File: src/rtl/dma_desc_sequencer.sv
// Descriptor-chain sequencer: walks NUM_DESC CSR descriptors in index order and
// hands each enabled, non-empty one to the single-transfer DMA engine.
module dma_desc_sequencer #(
  parameter int NUM_DESC    = 5,
  parameter int ADDR_WIDTH  = 32,
  parameter int BYTES_WIDTH = 32,
  parameter int BURST_WIDTH = 8
) (
  input  logic                            clk,
  input  logic                            rst,
  input  logic                            go_i,
  input  logic                            abort_i,
  input  logic [BURST_WIDTH-1:0]          max_burst_i,
  input  logic [NUM_DESC*ADDR_WIDTH-1:0]  desc_src_i,
  input  logic [NUM_DESC*ADDR_WIDTH-1:0]  desc_dst_i,
  input  logic [NUM_DESC*BYTES_WIDTH-1:0] desc_bytes_i,
  input  logic [NUM_DESC-1:0]             desc_wr_mode_i,
  input  logic [NUM_DESC-1:0]             desc_rd_mode_i,
  input  logic [NUM_DESC-1:0]             desc_en_i,
  output logic                            eng_valid_o,
  input  logic                            eng_ready_i,
  output logic [ADDR_WIDTH-1:0]           eng_src_o,
  output logic [ADDR_WIDTH-1:0]           eng_dst_o,
  output logic [BYTES_WIDTH-1:0]          eng_bytes_o,
  output logic                            eng_wr_mode_o,
  output logic                            eng_rd_mode_o,
  output logic [BURST_WIDTH-1:0]          eng_max_burst_o,
  output logic                            eng_abort_o,
  input  logic                            eng_done_i,
  input  logic                            eng_error_i,
  input  logic [ADDR_WIDTH-1:0]           eng_error_addr_i,
  input  logic                            eng_error_type_i,
  input  logic                            eng_error_src_i,
  output logic                            busy_o,
  output logic                            done_o,
  output logic                            error_o,
  output logic                            aborted_o,
  output logic [NUM_DESC-1:0]             desc_done_o,
  output logic [ADDR_WIDTH-1:0]           error_addr_o,
  output logic                            error_type_o,
  output logic                            error_src_o,
  output logic [$clog2(NUM_DESC+1)-1:0]   error_desc_o
);

  localparam int IDX_W = $clog2(NUM_DESC + 1);
  localparam logic [IDX_W-1:0] LAST_IDX = IDX_W'(NUM_DESC);

  typedef enum logic [2:0] {
    S_IDLE, S_SCAN, S_ISSUE, S_WAIT, S_ABORTING, S_FINISH
  } state_t;

  state_t                 state;
  logic                   go_q;
  logic [IDX_W-1:0]       idx;
  logic [IDX_W-1:0]       sel;
  logic                   start;
  logic                   cur_en;
  logic [ADDR_WIDTH-1:0]  cur_src;
  logic [ADDR_WIDTH-1:0]  cur_dst;
  logic [BYTES_WIDTH-1:0] cur_bytes;
  logic                   cur_wr;
  logic                   cur_rd;

  assign start = go_i & ~go_q;

  // idx reaches NUM_DESC at the end of the walk; clamp so the descriptor mux never reads past the arrays
  always_comb begin
    sel       = (idx < LAST_IDX) ? idx : '0;
    cur_src   = desc_src_i[sel*ADDR_WIDTH +: ADDR_WIDTH];
    cur_dst   = desc_dst_i[sel*ADDR_WIDTH +: ADDR_WIDTH];
    cur_bytes = desc_bytes_i[sel*BYTES_WIDTH +: BYTES_WIDTH];
    cur_wr    = desc_wr_mode_i[sel];
    cur_rd    = desc_rd_mode_i[sel];
    cur_en    = desc_en_i[sel];
  end

  always_ff @(posedge clk) begin
    if (rst) begin
      state           <= S_IDLE;
      go_q            <= 1'b0;
      idx             <= '0;
      eng_valid_o     <= 1'b0;
      eng_src_o       <= '0;
      eng_dst_o       <= '0;
      eng_bytes_o     <= '0;
      eng_wr_mode_o   <= 1'b0;
      eng_rd_mode_o   <= 1'b0;
      eng_max_burst_o <= '0;
      eng_abort_o     <= 1'b0;
      busy_o          <= 1'b0;
      done_o          <= 1'b0;
      error_o         <= 1'b0;
      aborted_o       <= 1'b0;
      desc_done_o     <= '0;
      error_addr_o    <= '0;
      error_type_o    <= 1'b0;
      error_src_o     <= 1'b0;
      error_desc_o    <= '0;
    end else begin
      go_q <= go_i;
      case (state)
        S_IDLE: begin
          if (start) begin
            done_o          <= 1'b0;
            error_o         <= 1'b0;
            aborted_o       <= 1'b0;
            desc_done_o     <= '0;
            error_addr_o    <= '0;
            error_type_o    <= 1'b0;
            error_src_o     <= 1'b0;
            error_desc_o    <= '0;
            idx             <= '0;
            eng_max_burst_o <= max_burst_i;
            busy_o          <= 1'b1;
            state           <= S_SCAN;
          end
        end
        S_SCAN: begin
          if (abort_i) begin
            aborted_o <= 1'b1;
            busy_o    <= 1'b0;
            done_o    <= 1'b1;
            state     <= S_FINISH;
          end else if (idx == LAST_IDX) begin
            busy_o <= 1'b0;
            done_o <= 1'b1;
            state  <= S_FINISH;
          end else if (cur_en && (cur_bytes != '0)) begin
            eng_src_o     <= cur_src;
            eng_dst_o     <= cur_dst;
            eng_bytes_o   <= cur_bytes;
            eng_wr_mode_o <= cur_wr;
            eng_rd_mode_o <= cur_rd;
            eng_valid_o   <= 1'b1;
            state         <= S_ISSUE;
          end else begin
            idx <= idx + 1'b1;
          end
        end
        S_ISSUE: begin
          if (abort_i) begin
            eng_valid_o <= 1'b0;
            aborted_o   <= 1'b1;
            busy_o      <= 1'b0;
            done_o      <= 1'b1;
            state       <= S_FINISH;
          end else if (eng_ready_i) begin
            eng_valid_o <= 1'b0;
            state       <= S_WAIT;
          end
        end
        // A completion in the same cycle as abort is consumed here, otherwise ABORTING would wait forever
        S_WAIT: begin
          if (eng_error_i) begin
            error_o      <= 1'b1;
            error_addr_o <= eng_error_addr_i;
            error_type_o <= eng_error_type_i;
            error_src_o  <= eng_error_src_i;
            error_desc_o <= idx;
            busy_o       <= 1'b0;
            done_o       <= 1'b1;
            state        <= S_FINISH;
          end else if (eng_done_i) begin
            desc_done_o[sel] <= 1'b1;
            idx              <= idx + 1'b1;
            state            <= S_SCAN;
          end else if (abort_i) begin
            eng_abort_o <= 1'b1;
            state       <= S_ABORTING;
          end
        end
        S_ABORTING: begin
          if (eng_done_i || eng_error_i) begin
            eng_abort_o <= 1'b0;
            aborted_o   <= 1'b1;
            busy_o      <= 1'b0;
            done_o      <= 1'b1;
            if (eng_error_i) begin
              error_o      <= 1'b1;
              error_addr_o <= eng_error_addr_i;
              error_type_o <= eng_error_type_i;
              error_src_o  <= eng_error_src_i;
              error_desc_o <= idx;
            end
            state <= S_FINISH;
          end
        end
        S_FINISH: begin
          state <= S_IDLE;
        end
        default: begin
          state <= S_IDLE;
        end
      endcase
    end
  end

endmodule
File: config.mk
export PLATFORM = sky130hd
export DESIGN_NAME = dma_desc_sequencer
export DESIGN_NICKNAME = d
export VERILOG_FILES = /design/src/rtl/dma_desc_sequencer.sv
export SDC_FILE = /design/constraint.sdc
export NUM_CORES = 1
export LEC_CHECK = 0
export CAP_MARGIN = 0
export CORE_AREA = 2 2 271 273
export CTS_BUF_LIST = sky130_fd_sc_hd__clkbuf_2
export DETAILED_ROUTE_END_ITERATION = 8
export DIE_AREA = 0 0 273 275
export HOLD_SLACK_MARGIN = 0.02
export PLACE_DENSITY = 0.51
export SLEW_MARGIN = 40
export SYNTH_ARGS = -nofsm -noshare
export SYNTH_HDL_FRONTEND = slang
export SYNTH_SLANG_ARGS = --single-unit
File: constraint.sdc
create_clock -name clk -period 4.5 [get_ports clk]
set_input_delay 0.9 -clock clk [delete_from_list [all_inputs] [get_ports clk]]
set_output_delay 0.9 -clock clk [all_outputs]
set_load 0.02 [all_outputs]
### Yosys cells after proc, flatten, opt, wreduce, memory -nomap -nowiden

Index checks and enable logic that the tools add are counted.

* bits in registers: 161
* bits in latches: 0
* RAM bits: 0
* bits in read-only memories: 0
* output and inout port bits: 154
* logic and storage cells: 148
* memories: 0

* add/subtract/negate cells: 1
* $mul: 0
* div/mod/pow operators: 0
* order comparisons: 3
* eq/ne operators: 22
* shifts and indexed selects: 3
* muxes and demuxes: 71
* bitwise gates (word level): 5
* reduce and logical (&&, ||, !) cells: 23

Operators with widths (count)
* $shiftx A160 B9 Y32: 3
* $mux W32: 3
* $pmux W32 S3: 1
* $mux W3: 19
* $reduce_bool A32 Y1: 1
* $mux W1: 29
* $ne A2 B2 Y1 const B: 12
* $pmux W3 S3: 2
* $mux W5: 3
* $pmux W3 S5: 1
* $reduce_and A5 Y1: 3
* $pmux W1 S3: 4
* $reduce_and A4 Y1: 3
* $pmux W1 S5: 2
* $pmux W5 S2: 1
* $bmux W1 S3: 3
* $reduce_bool A3 Y1: 3
* $ne A4 B4 Y1 const B: 2
* $reduce_and A7 Y1: 1
* $eq A3 B2 Y1 const B: 2
* $eq A3 B3 Y1 const B: 2
* $ne A3 B3 Y1 const B: 2
* $reduce_and A6 Y1: 1
* $reduce_bool A2 Y1: 3
* 18 further kinds: 22

### Longest topological paths before layout

* depth in word-level cells: 10
* depth in mapped cells: 14

### Worst setup path before layout

OpenSTA, ideal clock, no wires.

* path kind: input-to-reg
* start point: input desc_bytes_i[11]
* end point: register eng_src_o[16]
* library setup time: 0.146 ns
* data arrival time: 3.140 ns
* setup slack: 1.214 ns
* stages on the path: 10
* buffers on the path: 3
* path through: a221o_1 -> a221oi_1 -> nand4_1 -> or4_4 -> o31a_1 -> clkbuf_1 -> buf_6 -> buf_6 -> a21oi_1 -> a211oi_2

* longest elaborated chain between the ends: 4

RTL lines
* from (decl): line 16 `input logic [NUM_DESC*BYTES_WIDTH-1:0] desc_bytes_i,`
* $shiftx A160 B9 Y32: line 71 `cur_bytes = desc_bytes_i[sel*BYTES_WIDTH +: BYTES_WIDTH];`
* $reduce_bool A32 Y1: line 128 `end else if (cur_en && (cur_bytes != '0)) begin`
* $logic_and A1 B1 Y1: line 128
* $reduce_and A4 Y1 (no line)
* to (signal assigned): line 129 `eng_src_o <= cur_src;`
* to (decl): line 22 `output logic [ADDR_WIDTH-1:0] eng_src_o,`

No other way between the ends.
A chain may end at the register's enable or synchronous reset.

### Worst setup path in the final report

* start point: register idx[2]
* end point: register eng_dst_o[30]

* longest elaborated chain between the ends: 6

RTL lines
* from (decl): line 54 `logic [IDX_W-1:0] idx;`
* from (signal assigned): line 137 `idx <= idx + 1'b1;`
* from (signal assigned): line 165 `idx <= idx + 1'b1;`
* $lt A3 B3 Y1: line 68 `sel = (idx < LAST_IDX) ? idx : '0;`
* $mux W3: line 68
* $shiftx A160 B9 Y32 / $bmux W1 S3 (equally long branches): line 71, 74
* $reduce_bool A32 Y1 / $mux W1 (equally long branches): line 128, 74
* $logic_and A1 B1 Y1: line 128
* $reduce_and A4 Y1 (no line)
* to (signal assigned): line 130 `eng_dst_o <= cur_dst;`
* to (decl): line 23 `output logic [ADDR_WIDTH-1:0] eng_dst_o,`

Several ways; a longest one is shown, not always the timed one. The select of a mux whose other input is x is not followed.

==> reports/qor.csv <==
metric;value;unit
CTS root buffer;clkbuf_2;
Starting DRT DRC Count;1017;
hold_buf cts;0;
Clk pin slew, worst setup/hold paths;0.28;ns
final hold slack;0.3778;ns
outcome;completed;
Antenna Nets Post-Route;0;
ys async rst share;0;
Critical Path AT;5.01;ns
crit path capture type;flop;
initial antenna violation count;10;
share of post-route cells with drive strength above 1;0.08624;
type of origin of the critical path;flop;
Final GP Congestion;0.8798;
XOR/XNOR Fraction of Synth Area;0;
setup ws final;0.2981;ns
Place WS;0.1240;ns
unrepaired setup endpoints after global routing;no;
Mean Syn Cell Area;8.397;µm²
Crit Path Max Fanout;97;
Peak VDD IR;0.2194;mV
cell taking the most area after synthesis;dfxtp_1;
net count after synthesis;1824;
fin crit share;0.9338;
Cell Area, Synth;10730;µm²
Synth Register Bits;161;
total setup buffers inserted after CTS;0;
sequential share of the synthesized area;0.3003;
post-route cell area;19000;µm²
Max-cap violations;0;
Hold Vio Cnt, Final;0;
Hold WC Path Type;in2reg;
number of synthesized flops with an enable pin;0;
placed instance area;18750;µm²
yosys warns;0;
Clock Latency Late Sink;0.97;ns
Area growth, synth to finish;77.07;%
DR vias;14168;
global-route wire length before repair;94910;µm
Leak;6.166;nW
vias in the first global route;14034;
clk sinks;161;
min Tclk post-route;4.202;ns
Die W;273;µm
highest clock rate;0.2380;GHz
most area-consuming cells after synthesis;dfxtp_1 30%, a221oi_1 18%, a22o_1 6.9%;
largest family of logic cells by synthesized area;compound AO/OA/AOI/OAI gates;
share of the synthesized area in the top cell type;0.3003;
die height;275;µm
Required @ worst endpoint;5.31;ns
CTS HTree Levels;4;
final setup violating endpoints;0;
drc violations;0;
HPWL Detailed;50010;µm
Setup Skew;0.04996;ns
synthesized-area fraction occupied by and/or/nand/nor cells;0.1014;
complex-gate fraction of the synthesized area;0.5202;
Die ar.;75080;µm²
FP Rows;99;
TNS Setup;0;ns
unique cell type count in the Yosys netlist;52;
post-synthesis mux area share;0.001982;
vias per cell;4.963;
Main synth FF type;dfxtp_1;
gr usage total;0.1697;
cell with the most instances after synthesis;a221oi_1;
synth cell count leaders;221 x a221oi_1, 161 x dfxtp_1, 137 x clkbuf_1, 119 x a21oi_1, 119 x nor2_1;
Boundary Pins;698;
core box area;72340;µm²
relative slew slack;0.4416;
Slew Viols, Final;0;
Post-Route WL;66940;µm
worst slew pin tran;0.8376;ns
PD cells;401.1;nW/µm²
Core Util, Final;0.2627;
wire per inst;23.45;µm
clk buf depth;2;
Final nets;2424;
total grt overflow;0;
cts bufs inserted;17;
CTS tree;done;
drt first pass iters;8;
Final Power;7.622;mW
adder and majority gate portion of the synthesized area;0.002332;
Inst Count DP;2818;
CTS resizes;0;
Layout fillers;7740;
cells after synthesis;1278;
largest net degree at the start of global routing;98;
starting density of the core;0.1483;
Critical Setup Path Class;reg2reg;
number of port buffers;697;
post-route insts no fill;2855;
==> layer usage <==
layer | up-vias | global-route usage | share of wire
met1 | 6937 | 0.1951 | 0.39
met3 | 94 | 0.04120 | 0.069
li1 | 6490 | - | -
met2 | 639 | 0.3016 | 0.51
met5 | - | 0 | 0.00082
met4 | 8 | 0.06730 | 0.032
==> cells by family after synthesis <==
group,count (synthesis)
and+or+nand+nor,246
DFF,161
buffers and inverters,182
muxes,2
adders and majority gates,2
AOI/OAI and AO/OA,685
==> area by class of cell <==
cell class | instances | area [µm²] | area share
Multi-Input combinational cell | 935 | 6777 | 0.3566
Clock inverter | 14 | 152.6 | 0.008033
Sequential cell | 161 | 3234 | 0.1702
Tap cell | 959 | 1200 | 0.06315
Inverter | 8 | 32.53 | 0.001712
Timing Repair Buffer | 755 | 7506 | 0.3950
Clock buffer | 17 | 85.08 | 0.004478
Antenna cell | 6 | 15.01 | 0.0007901
==> registers in the layout, summed over array words and instances (netlist names) <==
signal           flops
eng_bytes_o         32
eng_dst_o           32
eng_src_o           32
error_addr_o        32
eng_max_burst_o      8
desc_done_o          5
error_desc_o         3
idx                  3
state                3
aborted_o            1
busy_o               1
done_o               1
eng_abort_o          1
eng_rd_mode_o        1
eng_valid_o          1
eng_wr_mode_o        1
error_o              1
error_src_o          1
error_type_o         1
go_q                 1
==> cell usage in the layout (no fill, tap or decap), types with 6 or more instances in the layout <==
| cell type | n |
|---|---|
| clkdlybuf4s50_1 | 696 |
| nor4_1 | 6 |
| o21ai_0 | 27 |
| a22oi_1 | 44 |
| a211oi_2 | 50 |
| a221o_1 | 46 |
| nor3_1 | 7 |
| nand4_1 | 7 |
| clkbuf_2 | 17 |
| a211oi_1 | 48 |
| a222oi_1 | 7 |
| a21oi_1 | 119 |
| o21a_1 | 11 |
| a221oi_1 | 221 |
| nand3_1 | 21 |
| diode_2 | 6 |
| inv_1 | 7 |
| nand2_1 | 53 |
| a22o_1 | 84 |
| dfxtp_1 | 158 |
| buf_4 | 49 |
| nor2_1 | 118 |
==> report_power, final <==
| group | leakage (nW) | internal (mW) | switching, mW | total (mW) |
|---|---|---|---|---|
| Sequential | 1.31 | 1.70 | 0.216 | 1.91 |
| Combinational | 4.71 | 2.02 | 2.78 | 4.80 |
| Clock | 0.147 | 0.265 | 0.648 | 0.913 |
| Total | 6.17 | 3.98 | 3.64 | 7.62 |
==> critical path, stage by stage (launching register included) <==
cell      delay (ns)
dfxtp_4         0.63
nand2b_1        0.67
buf_4           0.28
o21ai_0         0.09
a221oi_1        0.46
buf_4           0.22
nand4_1         0.10
or3_1           0.44
o31a_2          0.40
buf_12          0.19
a21oi_1         0.31
a211oi_2        0.06
==> final timing paths <==
kind	depth (start not counted)	start	to	slack [ns]
worst max-delay path	11	idx[2]$_SDFFE_PP0P_	eng_dst_o[30]$_SDFFE_PP0P_	0.30
worst min-delay path	2	rst	error_addr_o[25]$_SDFFE_PP0P_	0.38
worst max register to register	11	idx[2]$_SDFFE_PP0P_	eng_dst_o[30]$_SDFFE_PP0P_	0.30
worst min register to register	2	eng_max_burst_o[3]$_SDFFE_PP0P_	eng_max_burst_o[3]$_SDFFE_PP0P_	0.48
(Power assumes the default switching activity.)
